**config.mk**
```make
export PLATFORM = sky130hd
export DESIGN_NAME = comb_test_ctrl_flat
export DESIGN_NICKNAME = d
export VERILOG_FILES = /design/src/rtl/comb_test_if.sv /design/src/rtl/comb_test_ctrl.sv /design/src/flat_wrapper.sv
export SDC_FILE = /design/constraint.sdc
export NUM_CORES = 1
export LEC_CHECK = 0
export ABC_AREA = 0
export ABC_CLOCK_PERIOD_IN_PS = 5500
export BUFFER_PORTS_ARGS = -buffer_cell sky130_fd_sc_hd__buf_2
export CAP_MARGIN = 20
export CORE_MARGIN = 3
export CORE_UTILIZATION = 25
export CTS_CLUSTER_DIAMETER = 40
export DETAILED_ROUTE_END_ITERATION = 8
export PLACE_DENSITY_LB_ADDON = 0.15
export RECOVER_POWER = 50
export SYNTH_ARGS = -nofsm -noshare
export SYNTH_HDL_FRONTEND = slang
export SYNTH_SLANG_ARGS = --single-unit
```
**constraint.sdc**
```tcl
create_clock -name clk -period 5.5 [get_ports clk]
set_clock_uncertainty 0.05 [all_clocks]
set_input_delay 1.375 -clock clk [delete_from_list [all_inputs] [get_ports clk]]
set_output_delay 1.375 -clock clk [all_outputs]
set_load 0.01 [all_outputs]
```
**src/rtl/comb_test_if.sv**
```systemverilog
// comb_test_if
// Pattern-delivery channel between a pattern source and comb_test_ctrl.
//   pat_valid  source -> ctrl   pattern word valid
//   pat_ready  ctrl -> source   controller accepts pattern (LOAD only)
//   pat_in     source -> ctrl   {pi_bits, pin_bits}
//   exp_in     source -> ctrl   expected response {po, out}
//   pat_last   source -> ctrl   final pattern of session, qualified by pat_valid
// Modports: master = pattern source, slave = controller.
interface comb_test_if #(
  parameter int PIN_W  = 3,
  parameter int PI_W   = 2,
  parameter int POUT_W = 3,
  parameter int PO_W   = 2
) ();
  logic                     pat_valid;
  logic                     pat_ready;
  logic [PIN_W+PI_W-1:0]    pat_in;
  logic [POUT_W+PO_W-1:0]   exp_in;
  logic                     pat_last;

  modport master (output pat_valid, pat_in, exp_in, pat_last, input pat_ready);
  modport slave  (input pat_valid, pat_in, exp_in, pat_last, output pat_ready);
endinterface

```
**src/rtl/comb_test_ctrl.sv**
```systemverilog
// comb_test_ctrl
// Sequential test controller for a small combinational core. Patterns arrive
// over the comb_test_if handshake; the pseudo-input part is shifted serially
// into the scan register, the core settles for one cycle, then the response
// {core_po, core_out} is captured and compared with the expected word.
// Ports:
//   clk, reset_n        clock, synchronous active-low reset
//   start               begin a session (IDLE only)
//   pat                 pattern channel (slave modport)
//   core_in / core_pi   drive core primary / pseudo inputs
//   core_out / core_po  core primary / pseudo outputs
//   busy, done          session in progress, one-cycle end pulse
//   pat_cnt, fail_cnt   saturating pattern and mismatch counters
//   first_fail          index of first mismatch, all-ones if none
//   sig                 response signature
// Optional build macro: COMB_TEST_SIGNATURE_EN builds a 16-bit MISR
// (x^16+x^12+x^5+1, seed 0) over captured responses; otherwise sig is 0.
//
// state   | meaning
// IDLE    | results held, waiting for start
// LOAD    | pat_ready=1, waiting for a pattern transfer
// SHIFT   | one pseudo-input bit per cycle into core_pi
// APPLY   | settle cycle, core inputs stable
// CAPTURE | compare response, update counters
// DONE    | done pulse, back to IDLE
module comb_test_ctrl #(
  parameter int PIN_W  = 3,
  parameter int PI_W   = 2,
  parameter int POUT_W = 3,
  parameter int PO_W   = 2,
  parameter int CNT_W  = 8
) (
  input  logic              clk,
  input  logic              reset_n,
  input  logic              start,
  comb_test_if.slave        pat,
  output logic [PIN_W-1:0]  core_in,
  output logic [PI_W-1:0]   core_pi,
  input  logic [POUT_W-1:0] core_out,
  input  logic [PO_W-1:0]   core_po,
  output logic              busy,
  output logic              done,
  output logic [CNT_W-1:0]  fail_cnt,
  output logic [CNT_W-1:0]  pat_cnt,
  output logic [CNT_W-1:0]  first_fail,
  output logic [15:0]       sig
);
  localparam int RSP_W = POUT_W + PO_W;
  localparam int SC_W  = (PI_W > 1) ? $clog2(PI_W) : 1;

  typedef enum logic [2:0] {IDLE, LOAD, SHIFT, APPLY, CAPTURE, DONE} state_t;

  state_t            state, state_nxt;
  logic [PI_W-1:0]   sbuf;
  logic [PI_W-1:0]   shift_in;
  logic [SC_W-1:0]   shift_cnt;
  logic [RSP_W-1:0]  exp_q;
  logic              last_q;
  logic [RSP_W-1:0]  rsp;
  logic              mismatch;
  logic              xfer;

  assign rsp       = {core_po, core_out};
  assign mismatch  = (rsp != exp_q);
  assign xfer      = (state == LOAD) && pat.pat_valid;
  assign pat.pat_ready = (state == LOAD);
  assign busy      = (state != IDLE);
  assign done      = (state == DONE);

  // next scan bit enters at the MSB and walks toward bit 0
  always_comb begin
    shift_in = '0;
    shift_in[PI_W-1] = sbuf[0];
  end

  always_ff @(posedge clk) begin
    if (!reset_n) state <= IDLE;
    else          state <= state_nxt;
  end

  always_comb begin
    state_nxt = state;
    case (state)
      IDLE:    if (start) state_nxt = LOAD;
      LOAD:    if (pat.pat_valid) state_nxt = (PI_W == 0) ? APPLY : SHIFT;
      SHIFT:   if (shift_cnt == '0) state_nxt = APPLY;
      APPLY:   state_nxt = CAPTURE;
      CAPTURE: state_nxt = last_q ? DONE : LOAD;
      DONE:    state_nxt = IDLE;
      default: state_nxt = IDLE;
    endcase
  end

  always_ff @(posedge clk) begin
    if (!reset_n) begin
      core_in    <= '0;
      core_pi    <= '0;
      sbuf       <= '0;
      shift_cnt  <= '0;
      exp_q      <= '0;
      last_q     <= 1'b0;
      pat_cnt    <= '0;
      fail_cnt   <= '0;
      first_fail <= '1;
    end else begin
      case (state)
        IDLE: if (start) begin
          pat_cnt    <= '0;
          fail_cnt   <= '0;
          first_fail <= '1;
        end
        LOAD: if (xfer) begin
          core_in   <= pat.pat_in[PIN_W-1:0];
          sbuf      <= pat.pat_in[PIN_W+PI_W-1:PIN_W];
          exp_q     <= pat.exp_in;
          last_q    <= pat.pat_last;
          shift_cnt <= SC_W'(PI_W - 1);
        end
        SHIFT: begin
          core_pi <= (core_pi >> 1) | shift_in;
          sbuf    <= sbuf >> 1;
          if (shift_cnt != '0) shift_cnt <= shift_cnt - SC_W'(1);
        end
        CAPTURE: begin
          if (pat_cnt != '1) pat_cnt <= pat_cnt + CNT_W'(1);
          if (mismatch) begin
            if (fail_cnt != '1) fail_cnt <= fail_cnt + CNT_W'(1);
            // a saturated pat_cnt no longer names a real index
            if ((first_fail == '1) && (pat_cnt != '1)) first_fail <= pat_cnt;
          end
        end
        default: ;
      endcase
    end
  end

`ifdef COMB_TEST_SIGNATURE_EN
  logic [15:0] misr;
  always_ff @(posedge clk) begin
    if (!reset_n)
      misr <= '0;
    else if ((state == IDLE) && start)
      misr <= '0;
    else if (state == CAPTURE)
      misr <= {misr[14:0], 1'b0} ^ (misr[15] ? 16'h1021 : 16'h0000) ^ 16'(rsp);
  end
  assign sig = misr;
`else
  assign sig = '0;
`endif

endmodule

```
**src/flat_wrapper.sv**
```systemverilog
// flat-port wrapper written by rule: the top's interface ports become plain ports
module comb_test_ctrl_flat 
#(
  parameter int PIN_W  = 3,
  parameter int PI_W   = 2,
  parameter int POUT_W = 3,
  parameter int PO_W   = 2,
  parameter int CNT_W  = 8
)
  (clk, reset_n, start, core_in, core_pi, core_out, core_po, busy, done, fail_cnt, pat_cnt, first_fail, sig, pat_pat_valid, pat_pat_in, pat_exp_in, pat_pat_last, pat_pat_ready);
  comb_test_if #(.PIN_W(PIN_W), .PI_W(PI_W), .POUT_W(POUT_W), .PO_W(PO_W)) pat_i ();
  input  logic clk;
  input  logic reset_n;
  input  logic start;
  output logic [PIN_W-1:0] core_in;
  output logic [PI_W-1:0] core_pi;
  input  logic [POUT_W-1:0] core_out;
  input  logic [PO_W-1:0] core_po;
  output logic busy;
  output logic done;
  output logic [CNT_W-1:0] fail_cnt;
  output logic [CNT_W-1:0] pat_cnt;
  output logic [CNT_W-1:0] first_fail;
  output logic [15:0] sig;
  input wire logic [$bits(pat_i.pat_valid)-1:0] pat_pat_valid;
  input wire logic [$bits(pat_i.pat_in)-1:0] pat_pat_in;
  input wire logic [$bits(pat_i.exp_in)-1:0] pat_exp_in;
  input wire logic [$bits(pat_i.pat_last)-1:0] pat_pat_last;
  output wire logic [$bits(pat_i.pat_ready)-1:0] pat_pat_ready;
  assign pat_i.pat_valid = pat_pat_valid;
  assign pat_i.pat_in = pat_pat_in;
  assign pat_i.exp_in = pat_exp_in;
  assign pat_i.pat_last = pat_pat_last;
  assign pat_pat_ready = pat_i.pat_ready;
  comb_test_ctrl #(.PIN_W(PIN_W), .PI_W(PI_W), .POUT_W(POUT_W), .PO_W(PO_W), .CNT_W(CNT_W)) u_core (.clk(clk), .reset_n(reset_n), .start(start), .pat(pat_i), .core_in(core_in), .core_pi(core_pi), .core_out(core_out), .core_po(core_po), .busy(busy), .done(done), .fail_cnt(fail_cnt), .pat_cnt(pat_cnt), .first_fail(first_fail), .sig(sig));
endmodule
```
==> impl_results.md, run 1 <==
- RSZ-0062 raised after global routing: false
- H-Tree Depth: 2
- Min Tclk post-route: 3.29 ns
- Full die area: 9250 sq um
- Area leader, netlist: dfxtp_1
- CTS Buf Count: 5
- Power Density: 242 nW/um^2
- Row count: 32
- Vias: 1837
- Hold crit path type: flop to flop
- Slew @ Worst Pin: 0.887 ns
- Post-synth EDFFs: 0
- Global-route wire length before repair: 8670 um
- Worst skew pair latency: 0.29 ns
- Post-DRT Antenna Nets: 0
- CTS max path bufs: 2
- Crit path DAT: 3.46 ns
- Final-stage net count: 315
- Hold_buf cts: 0
- CTS tree: built
- Die width: 96.2 um
- Slew Limit Fails: 0
- IO Count: 68
- Area of the core: 7810 sq um
- FF+latch count, synth: 41
- Outcome: finished, final reports clean
- Post-Syn Area: 2030 sq um
- Max Cap Violations: 0
- Min setup slack post-route: 2.21 ns
- Share of cells above drive strength 1: 0.122
- Congestion Overflow GR: 0
- Crit path required time: 5.67 ns
- Leak: 0.794 nW
- Largest net degree at the start of global routing: 27
- Sequential area share after synthesis: 0.404
- N_diodes: 0
- 1st-pass router iterations: 5
- Tcrit/Tclk final: 0.599
- GRT Total Usage: 0.117
- Reg clk slew, reported paths: 0.08 ns
- Initial antenna violation count: 0
- Kind of critical path: input pin to flop
- Synth unique cells: 44
- Clock Sinks: 41
- Root cell of the clock tree: clkbuf_8
- Vias per cell: 4.64
- Cells after Synth: 244
- Syn_area_per_cell: 8.33 sq um
- Final wirelength: 5150 um
- Max IR drop VDD: 0.0761 mV
- Synth Warn #: 0
- Resized cells post-CTS: 0
- Top cell type's share of synthesized area: 0.404
- Final Hold Fails: 0
- FMAX: 0.304 GHz
- CP max FO: 26
- Die height: 96.2 um
- Most common cell in the netlist: dfxtp_1
- Layout area overhead: 15.4%
- Number of global-route vias before repair: 1768
- Worst Setup End Kind: flop
- Number of setup buffers added after CTS: 0
- Fillcell total: 859
- Setup TNS: 0 ns
- WL/cell: 13.0 um
- Hpwl dp: 3650 um
- Max-slew headroom: 0.403
- Drt drc: 0
- Top cells by area, synth: dfxtp_1 40%, a21oi_1 7.6%, nand2_1 6.7%
- Critical path launch point type: input pin
- Fraction of registers with async set/reset: 0
- Commonest cells in the netlist: 41 x dfxtp_1, 36 x nand2_1, 31 x a21oi_1
- Setup WS pre-CTS: 2.21 ns
- RD Place Congestion: 0.772
- Starting DRT DRC Count: 50
- Final setup fails: 0
- IO buf count: 51
- Starting Density: 0.260
- Main flop type after synthesis: dfxtp_1
-- area by class of cell --
| cell class | count | area, sq um | share of cell area |
|---|---|---|---|
| clock inverters | 2 | 15.0 | 0.00640 |
| multi-input cells | 190 | 1070 | 0.458 |
| well taps | 102 | 128 | 0.0544 |
| flip-flops and latches | 41 | 821 | 0.350 |
| clock buffers | 6 | 72.6 | 0.0309 |
| inverters | 3 | 11.3 | 0.00480 |
| repair buffers | 52 | 224 | 0.0955 |
-- cell usage in the layout, fill, tap and decap left out, types with 2 or more instances in the layout --
cell type / synthesis / layout
dfxtp_1: 41 / 41
nand2_1: 36 / 36
clkbuf_1: 6 / 32
a21oi_1: 31 / 31
buf_2: 2 / 20
nor2_1: 16 / 16
conb_1: 1 / 16
o21ai_0: 12 / 12
nand3_1: 10 / 10
nor4_1: 9 / 9
xnor2_1: 7 / 7
nand4_1: 6 / 6
clkbuf_8: 0 / 5
xor2_1: 4 / 4
a211oi_1: 4 / 4
o311ai_0: 4 / 4
nand2b_1: 3 / 3
nand3b_1: 3 / 3
a31oi_1: 3 / 3
inv_1: 2 / 2
o31ai_1: 2 / 2
nor3_1: 2 / 2
or4_1: 2 / 2
ha_1: 2 / 2
clkinvlp_4: 0 / 2
-- kinds of logic (layout without fill, tap and decap cells) --
logic type / count (synthesis) / after routing / share of synthesized area
AND/OR/NAND/NOR: 94 / 94 / 0.232
buffers and inverters: 28 / 63 / 0.0862
XOR/XNOR: 11 / 11 / 0.0474
AO/OA/AOI/OAI: 67 / 67 / 0.216
flip-flops: 41 / 41 / 0.404
other: 1 / 16 / 0.00185
adder cells (fa/ha/maj): 2 / 2 / 0.0123
-- metrics by stage --
| step | power, mW | std cells | utilization | cell area, sq um | hold WS, ns |
|---|---|---|---|---|---|
| 5_1_grt | 0.605 | 396 | 0.300 | 2340 | 0.431 |
| 2_1_floorplan | 0.367 | 259 | - | 2090 | 0.382 |
| 6_report | 0.567 | 396 | 0.300 | 2340 | 0.406 |
| 4_1_cts | 0.583 | 395 | 0.307 | 2390 | 0.413 |
| 3_3_place_gp | 0.379 | 387 | 0.296 | 2310 | 0.393 |
| 3_5_place_dp | 0.379 | 387 | 0.296 | 2310 | 0.399 |
-- routing by layer --
metal | vias up | routed length [um] | global-route usage
met2 | 54 | 2280 | 0.183
li1 | 942 | - | -
met4 | 0 | 45 | 0.0355
met3 | 2 | 255 | 0.0235
met5 | - | 0 | 0
met1 | 839 | 2570 | 0.162
-- flip-flops by register name, indices dropped and copies added (netlist names) --
register and flops:
u_core.pat_cnt 8, u_core.sbuf 2, u_core.core_pi 2, u_core.fail_cnt 8
u_core.first_fail 8, u_core.last_q 1, u_core.exp_q 5, u_core.state 3
u_core.core_in 3, u_core.shift_cnt 1
-- power by group --
group	internal, mW	switching [mW]
clock network	0.0895	0.106
registers	0.303	0.00701
logic	0.0203	0.0414
-- worst paths after layout --
check / to / depth (start not counted) / start / slack (ns)
max: u_core.fail_cnt[5] / 4 / reset_n / 2.21
max reg2reg: u_core.fail_cnt[5] / 5 / u_core.state[2] / 3.14
min: u_core.state[2] / 2 / u_core.last_q / 0.41
min reg2reg: u_core.state[2] / 2 / u_core.last_q / 0.41
-- critical path, stage by stage --
cell and delay (ns):
clkbuf_1 0.44, clkinv_1 0.80, or4_1 0.71, o21ai_0 0.13
Power figures use the tool's default switching activity.
==> run 2: changes to the inputs <==
--- a/config.mk
+++ b/config.mk
@@ -5,8 +5,8 @@
 export SDC_FILE = /design/constraint.sdc
 export NUM_CORES = 1
 export LEC_CHECK = 0
-export ABC_AREA = 0
-export ABC_CLOCK_PERIOD_IN_PS = 5500
+export ABC_AREA = 1
+export ABC_CLOCK_PERIOD_IN_PS = 3000
 export BUFFER_PORTS_ARGS = -buffer_cell sky130_fd_sc_hd__buf_2
 export CAP_MARGIN = 20
 export CORE_MARGIN = 3
==> constraint.sdc (replaced) <==
create_clock -name clk -period 3 [get_ports clk]
set_clock_uncertainty 0.05 [all_clocks]
set_input_delay 0.75 -clock clk [delete_from_list [all_inputs] [get_ports clk]]
set_output_delay 0.75 -clock clk [all_outputs]
set_load 0.01 [all_outputs]
==> impl_results.md, run 2 <==
- Crit path DAT: 2.40 ns (-1.06 ns)
- FMAX: 0.446 GHz
- Largest net degree at the start of global routing: 25 (-7.4%)
- R2R Setup Slk: 1.11 ns (-2.03 ns)
- Hold crit path type: flop to flop
- Congestion Overflow GR: 0 (unchanged)
- Top cell type's share of synthesized area: 0.376 (-0.0278)
- Fraction of registers with async set/reset: 0 (unchanged)
- Max-slew headroom: 0.302 (-0.102)
- CTS tree: built
- Largest stage delay, worst path: 0.76 ns (-0.04 ns)
- Synth Area in Adders: 0.0115 (-0.000847)
- Drt drc: 0 (unchanged)
- Vias per cell: 4.37 (-5.8%)
- Reg area: 821 sq um (unchanged)
- Global-route wire length before repair: 8830 um (+1.9%)
- Final Hold Fails: 0 (unchanged)
- Die width: 99.4 um (+3.4%)
- Top cells by area, synth: dfxtp_1 38%, nand2_1 14%, nand3_1 6.4%
- # placed instances: 467 (+21%)
- CP max FO: 24 (-7.7%)
- Cell breakdown of the critical path: clkbuf_1 -> inv_1 -> a211oi_1
- Worst skew pair latency: 0.29 ns (about the same)
- Initial antenna violation count: 0 (unchanged)
- Full die area: 9890 sq um (+6.9%)
- Starting Density: 0.262 (+0.00137)
- Max Cap Violations: 0 (unchanged)
- Max IR drop VDD: 0.158 mV (+110%)
- Post-synthesis compound-gate area fraction: 0.100 (-0.116)
- Final-stage net count: 391 (+24%)
- Resized cells post-CTS: 0 (unchanged)
- Cells after Synth: 320 (+31%)
- P_int: 0.903 mW (+120%)
- Clock Sinks: 41 (unchanged)
- Slew Limit Fails: 0 (unchanged)
- Sw frac: 0.272 (-0.000567)
- IO buf count: 51 (unchanged)
- Main flop type after synthesis: dfxtp_1
- Outcome: finished, final reports clean
- Logic pwr share: 0.147 (+0.038)
- Synth Warn #: 0 (unchanged)
- FF+latch count, synth: 41 (unchanged)
- Synth unique cells: 31 (-30%)
- Commonest cells in the netlist: 82 x nand2_1, 41 x dfxtp_1, 33 x inv_1
- Leak: 1.10 nW (+39%)
- Share of cells above drive strength 1: 0.154 (+0.0316)
- Kind of critical path: input pin to flop
- Most common cell after layout, fill and taps aside: nand2_1
- Hold_buf cts: 0 (unchanged)
- Post-DRT Antenna Nets: 0 (unchanged)
- Crit path required time: 3.16 ns (-2.51 ns)
- Power Density: 491 nW/um^2 (+100%)
- RD Place Congestion: 0.749 (-3.0%)
- H-Tree Depth: 2 (unchanged)
- Post-synth EDFFs: 0 (unchanged)
- RSZ-0062 raised after global routing: false
- Commonest non-fill, non-tap cells in the layout: 83 x nand2_1, 41 x dfxtp_1, 34 x inv_1
- Min Tclk post-route: 2.24 ns
- Reg clk slew, reported paths: 0.08 ns (about the same)
- Post-route cell area: 2530 sq um (+7.7%)
- Area leader, netlist: dfxtp_1
- Final wirelength: 5160 um (about the same)
- CTS Buf Count: 5 (unchanged)
- Die height: 99.4 um (+3.4%)
- Number of global-route vias before repair: 1893 (+7.1%)
- Hpwl dp: 3920 um (+7.3%)
- Post-Syn Area: 2180 sq um (+7.4%)
- Most common cell in the netlist: nand2_1
- Clock power frac: 0.376 (+0.031)
- N_diodes: 0 (unchanged)
- Largest family of logic cells by synthesized area: simple AND/OR/NAND/NOR gates
- Setup TNS: 0 ns (unchanged)
- Proportion of synthesized area in mux cells: 0 (unchanged)
- Post-route insts no fill: 475 (+20%)
- Slew @ Worst Pin: 1.05 ns (+0.160 ns)
- Biggest regs: u_core.fail_cnt: 8 flops, u_core.first_fail: 8 flops, u_core.pat_cnt: 8 flops
- CTS max path bufs: 2 (unchanged)
- Placed cell area: 2450 sq um (+6.4%)
- Final setup fails: 0 (unchanged)
- WL/cell: 10.9 um (-17%)
- Starting DRT DRC Count: 86 (+72%)
- Simple-gate share of the synthesized area: 0.363 (+0.131)
- Multi-input gate area: 1090 sq um (+1.5%)
- Slowest cell on crit path: clkbuf_1
- Layout area overhead: 15.8%
- Syn_area_per_cell: 6.82 sq um (-18%)
- Xor/xnor share of the synthesized area: 0.00401 (-0.0434)
- Psw: 0.337 mW (+120%)
- GRT Total Usage: 0.109 (-0.00877)
- Root cell of the clock tree: clkbuf_8
- Vias: 2075 (+13%)
- Critical path launch point type: input pin
- Row count: 33 (+3.1%)
- Tcrit/Tclk final: 0.748
- Worst Setup End Kind: flop
- Number of setup buffers added after CTS: 0 (unchanged)
- Pwr Total: 1.24 mW (+120%)
- 1st-pass router iterations: 4 (-1)
- Fillcell total: 962 (+12%)
- Reg power frac: 0.476 (-0.070)
- IO Count: 68 (unchanged)
- Area of the core: 8340 sq um (+6.8%)
- Sequential area share after synthesis: 0.376 (-0.0278)
==> run 2: cell types whose count changed after synthesis, moves of 5 or more <==
cell and change:
nor4_1 -9, nor2_1 +15, nand2_2 +7, inv_2 +5, a21oi_1 -11, nand3_1 +18
nand2_1 +46, xnor2_1 -6, inv_1 +31, o21ai_1 +6, nand4_1 +6
==> run 2: cell type report <==
| cell class | instances | share of cell area |
|---|---|---|
| multi-input cells | 232 | 0.431 |
| well taps | 105 | 0.0520 |
| flip-flops and latches | 41 | 0.325 |
| clock buffers | 7 | 0.0342 |
| inverters | 38 | 0.0565 |
| clock inverters | 1 | 0.0119 |
| repair buffers | 51 | 0.0892 |
==> run 2: stage by stage <==
stage                     hold WS, ns   util  setup slack, ns
after global placement          0.404  0.294             1.01
final                           0.416  0.303            0.757
after floorplan                 0.389      -             1.40
after detailed placement        0.406  0.294             1.01
after global routing            0.447  0.303            0.542
after CTS                       0.418  0.308            0.944
==> run 2: logic make-up after synthesis <==
logic type      count (synthesis)
compound gates                 40
xor+xnor                        1
fa+ha+maj                       2
buf+inv                        62
flops                          41
other cells                     1
simple gates                  173
==> run 2: power groups by stage <==
| stage | registers [mW] | clock network, mW | logic, mW |
|---|---|---|---|
| after floorplan | 0.609 | 0 | 0.145 |
| after global placement | 0.604 | 0 | 0.191 |
| after detailed placement | 0.604 | 0 | 0.192 |
| after CTS | 0.591 | 0.484 | 0.192 |
| after global routing | 0.596 | 0.506 | 0.211 |
| final | 0.591 | 0.467 | 0.183 |
==> run 2: path summary, 6_finish.rpt <==
kind | start | cells past startpoint | endpoint
min reg2reg | u_core.shift_cnt | 2 | u_core.shift_cnt
max reg2reg | u_core.state[1] | 7 | u_core.fail_cnt[6]
max | reset_n | 3 | u_core.state[0]
min | u_core.shift_cnt | 2 | u_core.shift_cnt
==> run 2: worst max-delay path: cells and delay by family <==
kind	cells	cell delay (ns)
buffers and inverters	2	1.31
AOI/OAI and AO/OA	1	0.33
==> run 2: layer usage <==
metal | up-vias | global-route usage | share of wire
met5 | - | 0 | 0
met4 | 0 | 0.0284 | 0.0099
met3 | 4 | 0.0351 | 0.077
met2 | 62 | 0.163 | 0.43
met1 | 922 | 0.151 | 0.49
li1 | 1087 | - | -
==> run 3: changes to the inputs <==
--- a/config.mk
+++ b/config.mk
@@ -6,7 +6,7 @@
 export NUM_CORES = 1
 export LEC_CHECK = 0
 export ABC_AREA = 1
-export ABC_CLOCK_PERIOD_IN_PS = 3000
+export ABC_CLOCK_PERIOD_IN_PS = 2100
 export BUFFER_PORTS_ARGS = -buffer_cell sky130_fd_sc_hd__buf_2
 export CAP_MARGIN = 20
 export CORE_MARGIN = 3
==> constraint.sdc (replaced) <==
create_clock -name clk -period 2.1 [get_ports clk]
set_clock_uncertainty 0.05 [all_clocks]
set_input_delay 0.525 -clock clk [delete_from_list [all_inputs] [get_ports clk]]
set_output_delay 0.525 -clock clk [all_outputs]
set_load 0.01 [all_outputs]
==> impl_results.md, run 3 (synthesis gave the netlist of run 2 again) <==
- Outcome: finished, final reports clean
- Final Hold Fails: 0 (unchanged)
- Multi-input gate area: 1100 sq um (+0.92%)
- Congestion Overflow GR: 0 (unchanged)
- R2R cell count: 6 (-1)
- Final setup fails: 0 (unchanged)
- Initial antenna violation count: 0 (unchanged)
- CP max FO: 4 (-83%)
- Row count: 33 (unchanged)
- Hold path depth: 3 (+1)
- Commonest non-fill, non-tap cells in the layout: 82 x nand2_1, 41 x dfxtp_1, 35 x inv_1
- GRT Total Usage: 0.111 (+0.00239)
- Drt drc: 0 (unchanged)
- Vias: 2045 (-1.4%)
- Starting Density: 0.262 (unchanged)
- RSZ-0062 raised after global routing: false
- Min setup slack post-route: 0.270 ns (-0.486 ns)
- CTS max path bufs: 2 (unchanged)
- R2R Setup Slk: 0.42 ns (-0.69 ns)
- Area of the core: 8340 sq um (unchanged)
- Most common cell after layout, fill and taps aside: nand2_1
- Hold_buf cts: 0 (unchanged)
- Hold slack: 0.409 ns (-0.00629 ns)
- Fillcell total: 968 (+0.62%)
- IO Count: 68 (unchanged)
- N_diodes: 0 (unchanged)
- Clock Sinks: 41 (unchanged)
- Max IR drop VDD: 0.306 mV (+94%)
- Full die area: 9890 sq um (unchanged)
- Biggest regs: u_core.fail_cnt: 8 flops, u_core.first_fail: 8 flops, u_core.pat_cnt: 8 flops
- Reg clk slew, reported paths: 0.08 ns (about the same)
- IO buf count: 51 (unchanged)
- Hold crit path type: input pin to flop
- Setup WS pre-CTS: 0.333 ns (-0.678 ns)
- Final-stage net count: 394 (+0.77%)
- Final wirelength: 5220 um (+1.1%)
- Slew Limit Fails: 0 (unchanged)
- Number of setup buffers added after CTS: 0 (unchanged)
- RD Place Congestion: 0.725 (-3.1%)
- Starting DRT DRC Count: 97 (+13%)
- Global-route wire length before repair: 9130 um (+3.4%)
- Kind of critical path: flop to primary output
- H-Tree Depth: 2 (unchanged)
- Max Cap Violations: 0 (unchanged)
- Vias per cell: 4.28 (-2.1%)
- Slew @ Worst Pin: 0.534 ns (-0.513 ns)
- Crit path DAT: 1.25 ns (-1.15 ns)
- Share of cells above drive strength 1: 0.155 (+0.00144)
- Post-DRT Antenna Nets: 0 (unchanged)
- Tcrit/Tclk final: 0.871
- Worst Setup End Kind: primary output
- Die width: 99.4 um (unchanged)
- CTS Buf Count: 5 (unchanged)
- 1st-pass router iterations: 4 (unchanged)
- Max-slew headroom: 0.644 (+0.342)
- Die height: 99.4 um (unchanged)
- Psw: 0.512 mW (+52%)
- Reg power frac: 0.445 (-0.031)
- Hpwl dp: 3960 um (+1.1%)
- Largest net degree at the start of global routing: 15 (-40%)
- CTS tree: built
- Leak: 1.12 nW (+1.3%)
- P_int: 1.38 mW (+53%)
- Layout area overhead: 17.8%
- WL/cell: 10.9 um (+0.49%)
- Root cell of the clock tree: clkbuf_8
- Crit path required time: 1.52 ns (-1.64 ns)
- Number of global-route vias before repair: 2000 (+5.7%)
- Min Tclk post-route: 1.83 ns
- Clock power frac: 0.416 (+0.040)
- Sw frac: 0.270 (-0.00176)
- Setup TNS: 0 ns (unchanged)
- Logic pwr share: 0.139 (-0.008)
- Resized cells post-CTS: 0 (unchanged)
- FMAX: 0.547 GHz
- Critical path launch point type: flop
- Worst skew pair latency: 0.30 ns (about the same)
- Power Density: 738 nW/um^2 (+50%)
- Reg area: 821 sq um (unchanged)
## run 3: path summary, 6_finish.rpt
| path | end | from |
|---|---|---|
| worst max-delay path | pat_pat_ready | u_core.state[0] |
| worst min-delay path | u_core.core_in[1] | pat_pat_in[1] |
| worst max register to register | u_core.exp_q[1] | u_core.state[0] |
| worst min register to register | u_core.sbuf[1] | u_core.sbuf[1] |
## run 3: worst max-delay path, stage by stage, from the launching register on
cell     delay, ns
dfxtp_1       0.40
inv_1         0.11
nor3_1        0.26
buf_2         0.20
## run 3: layer usage
| layer | vias to the layer above | GRT usage | wire length [um] | part of all wire |
|---|---|---|---|---|
| met3 | 6 | 0.0273 | 335 | 0.064 |
| met5 | - | 0 | 0 | 0 |
| met4 | 0 | 0.0357 | 51 | 0.0098 |
| met1 | 886 | 0.146 | 2580 | 0.49 |
| li1 | 1096 | - | - | - |
| met2 | 57 | 0.179 | 2250 | 0.43 |
## run 3: power by group through the flow
stage               Clock, mW  Combinational, mW  Sequential (mW)
floorplan                   0              0.207            0.870
global placement            0              0.277            0.862
detailed placement          0              0.276            0.862
CTS                     0.822              0.277            0.844
global route            0.851              0.305            0.850
finish                  0.789              0.264            0.844
## run 3: cell type report
cell class                      instances  area share
Clock buffer                            5      0.0268
Clock inverter                          3      0.0268
Inverter                               38      0.0555
Multi-Input combinational cell        232       0.428
Sequential cell                        41       0.319
Tap cell                              105      0.0511
Timing Repair Buffer                   54      0.0929
## run 3: metrics by stage
step,util,area [sq um],total power [mW],std cells
finish,0.308,2570,1.90,478
global route,0.308,2570,2.01,478
CTS,0.314,2620,1.94,478
detailed placement,0.297,2480,1.14,470
global placement,0.297,2480,1.14,470
floorplan,-,2240,1.08,335
